<file path="src/rtl/hamming_encode_stream.sv">
// hamming_encode_stream: multi-lane SECDED Hamming encoder in a 2-stage valid/ready pipeline.
// Define HAMMING_ENC_ERR_INJECT_EN to add lane-0 single-bit error injection (err_inj_i / err_pos_i).
module hamming_encode_stream #(
    parameter  int DATA_WIDTH  = 32,
    parameter  int LANES       = 2,
    parameter  int CNT_WIDTH   = 16,
    // Smallest r with 2^r >= DATA_WIDTH+r+1; the nested clog2 lands on it exactly.
    localparam int P           = $clog2(DATA_WIDTH + $clog2(DATA_WIDTH + 1) + 1),
    localparam int CODED_WIDTH = DATA_WIDTH + P,
    localparam int CODE_BITS   = P + 1
) (
    input  logic                          clk_i,
    input  logic                          rst_n_i,
    input  logic [LANES*DATA_WIDTH-1:0]   data_in_i,
    input  logic [LANES-1:0]              lane_en_i,
    input  logic                          valid_in_i,
    output logic                          ready_out_o,
`ifdef HAMMING_ENC_ERR_INJECT_EN
    input  logic                          err_inj_i,
    input  logic [$clog2(CODED_WIDTH+1)-1:0] err_pos_i,
`endif
    output logic [LANES*CODED_WIDTH-1:0]  data_out_o,
    output logic [LANES*CODE_BITS-1:0]    parity_bits_o,
    output logic [LANES-1:0]              lane_en_o,
    output logic                          valid_out_o,
    input  logic                          ready_in_i,
    output logic [CNT_WIDTH-1:0]          beat_count_o
);

    // Returns {p[P-1:0], ext, codeword[CODED_WIDTH-1:0]} for one data word.
    function automatic logic [CODE_BITS+CODED_WIDTH-1:0] encode(input logic [DATA_WIDTH-1:0] d);
        logic [CODED_WIDTH-1:0] cw;
        logic [P-1:0]           p;
        int                     di;
        cw = '0;
        p  = '0;
        di = 0;
        for (int pos = 1; pos <= CODED_WIDTH; pos++) begin
            if ((pos & (pos - 1)) != 0) begin
                cw[pos-1] = d[di];
                di++;
            end
        end
        // Parity slots are still zero here, so they drop out of their own sums.
        for (int i = 0; i < P; i++) begin
            for (int pos = 1; pos <= CODED_WIDTH; pos++) begin
                if (((pos >> i) & 1) == 1) begin
                    p[i] = p[i] ^ cw[pos-1];
                end
            end
        end
        for (int i = 0; i < P; i++) begin
            cw[(1 << i) - 1] = p[i];
        end
        return {p, ^cw, cw};
    endfunction

    logic                           s1_valid_reg;
    logic [LANES*DATA_WIDTH-1:0]    s1_data_reg;
    logic [LANES-1:0]               s1_lane_en_reg;

    logic                           s2_valid_reg;
    logic [LANES*CODED_WIDTH-1:0]   s2_code_reg;
    logic [LANES*CODE_BITS-1:0]     s2_par_reg;
    logic [LANES-1:0]               s2_lane_en_reg;

    logic [CNT_WIDTH-1:0]           beat_count_reg;

    logic                           s2_adv;
    logic                           s1_adv;
    logic                           accept;
    logic                           consume;

    logic [LANES*CODED_WIDTH-1:0]   code_next;
    logic [LANES*CODE_BITS-1:0]     par_next;
    logic [CODED_WIDTH-1:0]         err_mask;

    assign s2_adv      = !s2_valid_reg || ready_in_i;
    assign s1_adv      = s1_valid_reg && s2_adv;
    assign ready_out_o = !s1_valid_reg || s2_adv;
    assign accept      = valid_in_i && ready_out_o;
    assign consume     = s2_valid_reg && ready_in_i;

`ifdef HAMMING_ENC_ERR_INJECT_EN
    localparam int POS_WIDTH = $clog2(CODED_WIDTH + 1);

    logic                 s1_err_inj_reg;
    logic [POS_WIDTH-1:0] s1_err_pos_reg;

    always_ff @(posedge clk_i or negedge rst_n_i) begin
        if (!rst_n_i) begin
            s1_err_inj_reg <= 1'b0;
            s1_err_pos_reg <= '0;
        end else if (accept) begin
            s1_err_inj_reg <= err_inj_i;
            s1_err_pos_reg <= err_pos_i;
        end
    end

    // Position 0 and positions past CODED_WIDTH match nothing, so they flip nothing.
    always_comb begin
        err_mask = '0;
        if (s1_err_inj_reg) begin
            for (int pos = 1; pos <= CODED_WIDTH; pos++) begin
                if (s1_err_pos_reg == POS_WIDTH'(pos)) begin
                    err_mask[pos-1] = 1'b1;
                end
            end
        end
    end
`else
    assign err_mask = '0;
`endif

    for (genvar gi = 0; gi < LANES; gi++) begin : g_lane
        logic [CODE_BITS+CODED_WIDTH-1:0] enc;
        logic [CODED_WIDTH-1:0]           flip;

        assign enc  = encode(s1_data_reg[gi*DATA_WIDTH +: DATA_WIDTH]);
        // Only lane 0 is a target for the injected flip; parity is left untouched.
        assign flip = (gi == 0) ? err_mask : '0;

        assign code_next[gi*CODED_WIDTH +: CODED_WIDTH] =
            s1_lane_en_reg[gi] ? (enc[CODED_WIDTH-1:0] ^ flip) : '0;
        assign par_next[gi*CODE_BITS +: CODE_BITS] =
            s1_lane_en_reg[gi] ? enc[CODE_BITS+CODED_WIDTH-1 -: CODE_BITS] : '0;
    end

    // Stage 1: raw input beat.
    always_ff @(posedge clk_i or negedge rst_n_i) begin
        if (!rst_n_i) begin
            s1_valid_reg   <= 1'b0;
            s1_data_reg    <= '0;
            s1_lane_en_reg <= '0;
        end else if (accept) begin
            s1_valid_reg   <= 1'b1;
            s1_data_reg    <= data_in_i;
            s1_lane_en_reg <= lane_en_i;
        end else if (s1_adv) begin
            s1_valid_reg   <= 1'b0;
        end
    end

    // Stage 2: encoded beat, held while downstream stalls.
    always_ff @(posedge clk_i or negedge rst_n_i) begin
        if (!rst_n_i) begin
            s2_valid_reg   <= 1'b0;
            s2_code_reg    <= '0;
            s2_par_reg     <= '0;
            s2_lane_en_reg <= '0;
        end else if (s2_adv) begin
            s2_valid_reg <= s1_valid_reg;
            if (s1_valid_reg) begin
                s2_code_reg    <= code_next;
                s2_par_reg     <= par_next;
                s2_lane_en_reg <= s1_lane_en_reg;
            end
        end
    end

    always_ff @(posedge clk_i or negedge rst_n_i) begin
        if (!rst_n_i) begin
            beat_count_reg <= '0;
        end else if (consume) begin
            beat_count_reg <= beat_count_reg + CNT_WIDTH'(1);
        end
    end

    assign valid_out_o   = s2_valid_reg;
    assign data_out_o    = s2_code_reg;
    assign parity_bits_o = s2_par_reg;
    assign lane_en_o     = s2_lane_en_reg;
    assign beat_count_o  = beat_count_reg;

endmodule

</file>
<file path="config.mk">
export PLATFORM = sky130hd
export DESIGN_NAME = hamming_encode_stream
export DESIGN_NICKNAME = d
export VERILOG_FILES = /design/src/rtl/hamming_encode_stream.sv
export SDC_FILE = /design/constraint.sdc
export NUM_CORES = 1
export LEC_CHECK = 0
export ABC_AREA = 1
export BUFFER_PORTS_ARGS = -buffer_cell sky130_fd_sc_hd__buf_2
export CAP_MARGIN = 30
export CORE_MARGIN = 4
export CORE_UTILIZATION = 40
export CTS_BUF_LIST = sky130_fd_sc_hd__clkbuf_4 sky130_fd_sc_hd__clkbuf_8 sky130_fd_sc_hd__clkbuf_16
export DETAILED_ROUTE_END_ITERATION = 10
export PLACE_DENSITY = 0.63
export SYNTH_ARGS = -nofsm -noshare
export SYNTH_HDL_FRONTEND = slang
export SYNTH_SLANG_ARGS = --single-unit
</file>
<file path="constraint.sdc">
create_clock -name clk_i -period 2.53 [get_ports clk_i]
set_input_delay 0.6325 -clock clk_i [delete_from_list [all_inputs] [get_ports clk_i]]
set_output_delay 0.6325 -clock clk_i [all_outputs]
set_load 0.01 [all_outputs]
</file>
==> impl_metrics.py <==
metrics = {
    "run_status": {
        "status": "finished, final reports clean",
    },
    "logic_synthesis": {
        "synthSimpleGateAreaFrac_pct": 27.1,
        "synthTopCellsByArea": "dfrtp_1, nand2_1, xnor2_1, inv_1, nand3_1",
        "syn-num-nets": 1212,
        "synth_top_family_by_area": "simple AND/OR/NAND/NOR gates",
        "synth_xor_area_share_pct": 8.08,
        "synthMuxAreaShare_pct": 2.05,
        "syn_avg_cell_area_sq_um": 7.70,
        "netlist.area_leader.share_pct": 46.7,
        "seq_area_frac_synth_pct": 46.7,
        "synth_top_cell_by_area": "dfrtp_1",
        "ys.warnings.count": 0,
        "synth_seq_cells": 164,
        "synth_compound_area_share_pct": 8.04,
        "yosysUniqueCellTypes": 28,
        "synthAdderAreaFrac_pct": 0.142,
        "netlist_area_sq_um": 8780,
        "syn_inst": 1141,
    },
    "critical_path": {
        "cp-end-kind": "register",
        "worstPathRequired_ns": 2.85,
        "crit_arrival_ns": 2.38,
        "slowest_delay_ns": 0.48,
        "cp_num_buf_inv": 3,
        "critPathMaxFanout": 5,
        "crit_top_cell": "nand2_1",
        "critPathTopFamily": "simple AND/OR/NAND/NOR gates",
        "critPathLaunchType": "register",
        "cp_slowest_cell": "dfrtp_1",
        "path_class": "reg -> reg",
        "crit_chain": "inv_2 -> nand2_1 -> nand2_2 -> nand2_1 -> nand2_1 -> nand3_1 -> nand2_1 -> nand2_1 -> nand2_4 -> xor2_1 -> inv_1 -> nand2_1 -> nand2_1 -> inv_1 -> nand2_1 -> nand3_1 -> nand2_1",
    },
    "power": {
        "swShare_pct": 40.4,
        "p_comb_share_pct": 40.1,
        "ir_drop_v": 0.000381,
        "seqPwrFrac_pct": 35.2,
        "power_switching_mw": 4.39,
        "power_mw": 10.9,
        "power_density_nw_per_um2": 1030,
        "leakage_nw": 5.86,
        "power_frac_clock_pct": 24.6,
        "intPower_mw": 6.47,
    },
    "clock_network": {
        "cts_tree": "built",
        "cts_resized": 0,
        "htree_levels": 4,
        "cts-root-buf": "clkbuf_16",
        "clk_pin_slew_ns": 0.07,
        "post-cts-setup-buffers": 0,
        "clk_latency_ns": 0.43,
        "clockBufferDepth": 2,
        "hold_buffers": 0,
        "cts_buffers": 17,
        "cts.sinks": 164,
    },
    "sta": {
        "slew_violations": 0,
        "min_period_ns": 2.06,
        "max-slew-margin-rel_pct": 40.2,
        "final.setup_skew_ns": 0.00912,
        "setup_viol_count_final": 0,
        "period_share_pct": 81.6,
        "finalSetupTns_ns": 0,
        "tightest_slew_ns": 0.897,
        "setup_ws_ns": 0.465,
        "rsz0062_at_grt": "false",
        "fmax_mhz": 484,
        "hold_viol": 0,
    },
    "global_route": {
        "grt_pass1_wl_microns": 37400,
        "antenna_found_initial": 0,
        "grtUsageMet2_pct": 28.4,
        "grtUsageMet1_pct": 28.9,
        "grt_pass1_vias": 7216,
        "grt-busiest-layer": "met1",
        "gr-total-overflow": 0,
        "grt_start_max_net_pins": 83,
        "grt_util_all_layers_pct": 19.3,
        "grtUsageMet3_pct": 3.63,
    },
    "layout": {
        "drive_gt1_share_pct": 20.5,
        "register_area_sq_um": 4100,
        "final_cells": 1590,
        "fin_nets": 1373,
        "fillerInstances": 2091,
        "multi_input_area_sq_um": 4000,
        "final_cell_mix": "nand2_1, buf_2, dfrtp_1",
        "largest_reg_flops": 65,
        "final_common_cell": "nand2_1",
        "area_delta_synth_final_pct": 19.8,
        "n_antenna_cell": 0,
    },
    "drt": {
        "dr.first_iter.drc_count": 411,
        "drt-pass1-iter-count": 5,
        "wl_microns": 23200,
        "route.detailed.drc": 0,
        "wl_per_cell_microns": 14.6,
        "vias_per_cell": 4.83,
        "antenna_left": 0,
        "dr_total_vias": 7672,
    },
    "placed_design": {
        "place_hpwl_microns": 17500,
        "io_buffer_count": 179,
        "place.gp.congestion": 0.876,
        "pre_cts_slack_ns": 0.370,
        "dpl.cell_count": 1558,
    },
    "die": {
        "core_region_area_sq_um": 21300,
        "die-area_sq_um": 24400,
        "fp.dieW_microns": 156,
        "io_pins": 180,
        "rows": 53,
        "die_y_microns": 156,
        "start_util_pct": 41.3,
    },
    "min_path": {
        "hp-class": "in -> async",
    },
    "job": {
        "drv_cap": 0,
    },
}
==> metrics by stage <==
| stage | cell area [sq um] | utilization (%) | hold WS (ns) |
|---|---|---|---|
| floorplan | 8780 | - | 0.337 |
| global placement | 9910 | 46.6 | 0.455 |
| detailed placement | 9910 | 46.6 | 0.461 |
| CTS | 10500 | 49.4 | 0.223 |
| global route | 10500 | 49.4 | 0.228 |
| finish | 10500 | 49.4 | 0.196 |
==> final timing paths <==
| path | depth (start not counted) | from | endpoint | slack (ns) |
|---|---|---|---|---|
| min in group clk_i | 2 | data_in_i[6] | s1_data_reg[6] | 0.44 |
| hold / removal | 2 | rst_n_i | s1_data_reg[61] | 0.20 |
| setup / recovery | 17 | s1_data_reg[24] | parity_bits_o[0] | 0.47 |
| setup reg to reg | 17 | s1_data_reg[24] | parity_bits_o[0] | 0.47 |
| hold reg to reg | 1 | beat_count_o[15] | beat_count_o[15] | 0.46 |
| max in group asynchronous | 2 | rst_n_i | data_out_o[2] | 1.93 |
==> metal layers <==
metal  wire length (microns)  part of all wire (%)
met1                   11600                    50
met2                   10000                    43
met3                    1270                   5.5
met5                       0                     0
met4                     289                   1.2
==> kinds of logic (layout without fill, tap and decap cells) <==
group,count (synthesis),in the layout
buffers and inverters,164,338
multiplexers,16,16
XOR/XNOR,81,81
flip-flops,164,164
AO/OA/AOI/OAI,129,129
adder cells (fa/ha/maj),1,1
AND/OR/NAND/NOR,586,586
==> cell usage after synthesis (all sizes together) <==
| cell | number |
|---|---|
| a21oi | 51 |
| a22o | 16 |
| and3b | 1 |
| buf | 21 |
| clkbuf | 26 |
| clkinv | 2 |
| dfrtp | 164 |
| ha | 1 |
| inv | 115 |
| mux2 | 16 |
| nand2 | 425 |
| nand3 | 76 |
| nand3b | 3 |
| nand4 | 3 |
| nor2 | 74 |
| nor3 | 3 |
| o21ai | 62 |
| or2 | 1 |
| xnor2 | 48 |
| xor2 | 33 |
==> worst reg2reg max path, delay by kind of cell, from the launching register on <==
| family | cells | cell delay, ns |
|---|---|---|
| and+or+nand+nor | 13 | 1.02 |
| DFF | 1 | 0.48 |
| buffers and inverters | 3 | 0.25 |
| xor gates and xnor gates | 1 | 0.21 |
==> power by group through the flow <==
stage / registers (mW) / clock network, mW / logic [mW]
2_1_floorplan: 3.90 / 0 / 3.02
3_3_place_gp: 3.86 / 0 / 4.29
3_5_place_dp: 3.87 / 0 / 4.37
4_1_cts: 3.83 / 2.73 / 4.39
5_1_grt: 3.91 / 2.86 / 4.99
6_report: 3.82 / 2.67 / 4.36
==> final cells by class <==
class	instances	share of cell area, %
clock buffer	20	4.44
clock inverter	12	1.36
inverter	117	4.17
multi-input combinational	813	38.0
sequential	164	39.0
tap	275	3.27
timing repair buffer	189	9.76
No activity file was read; power rests on OpenSTA's default activity.
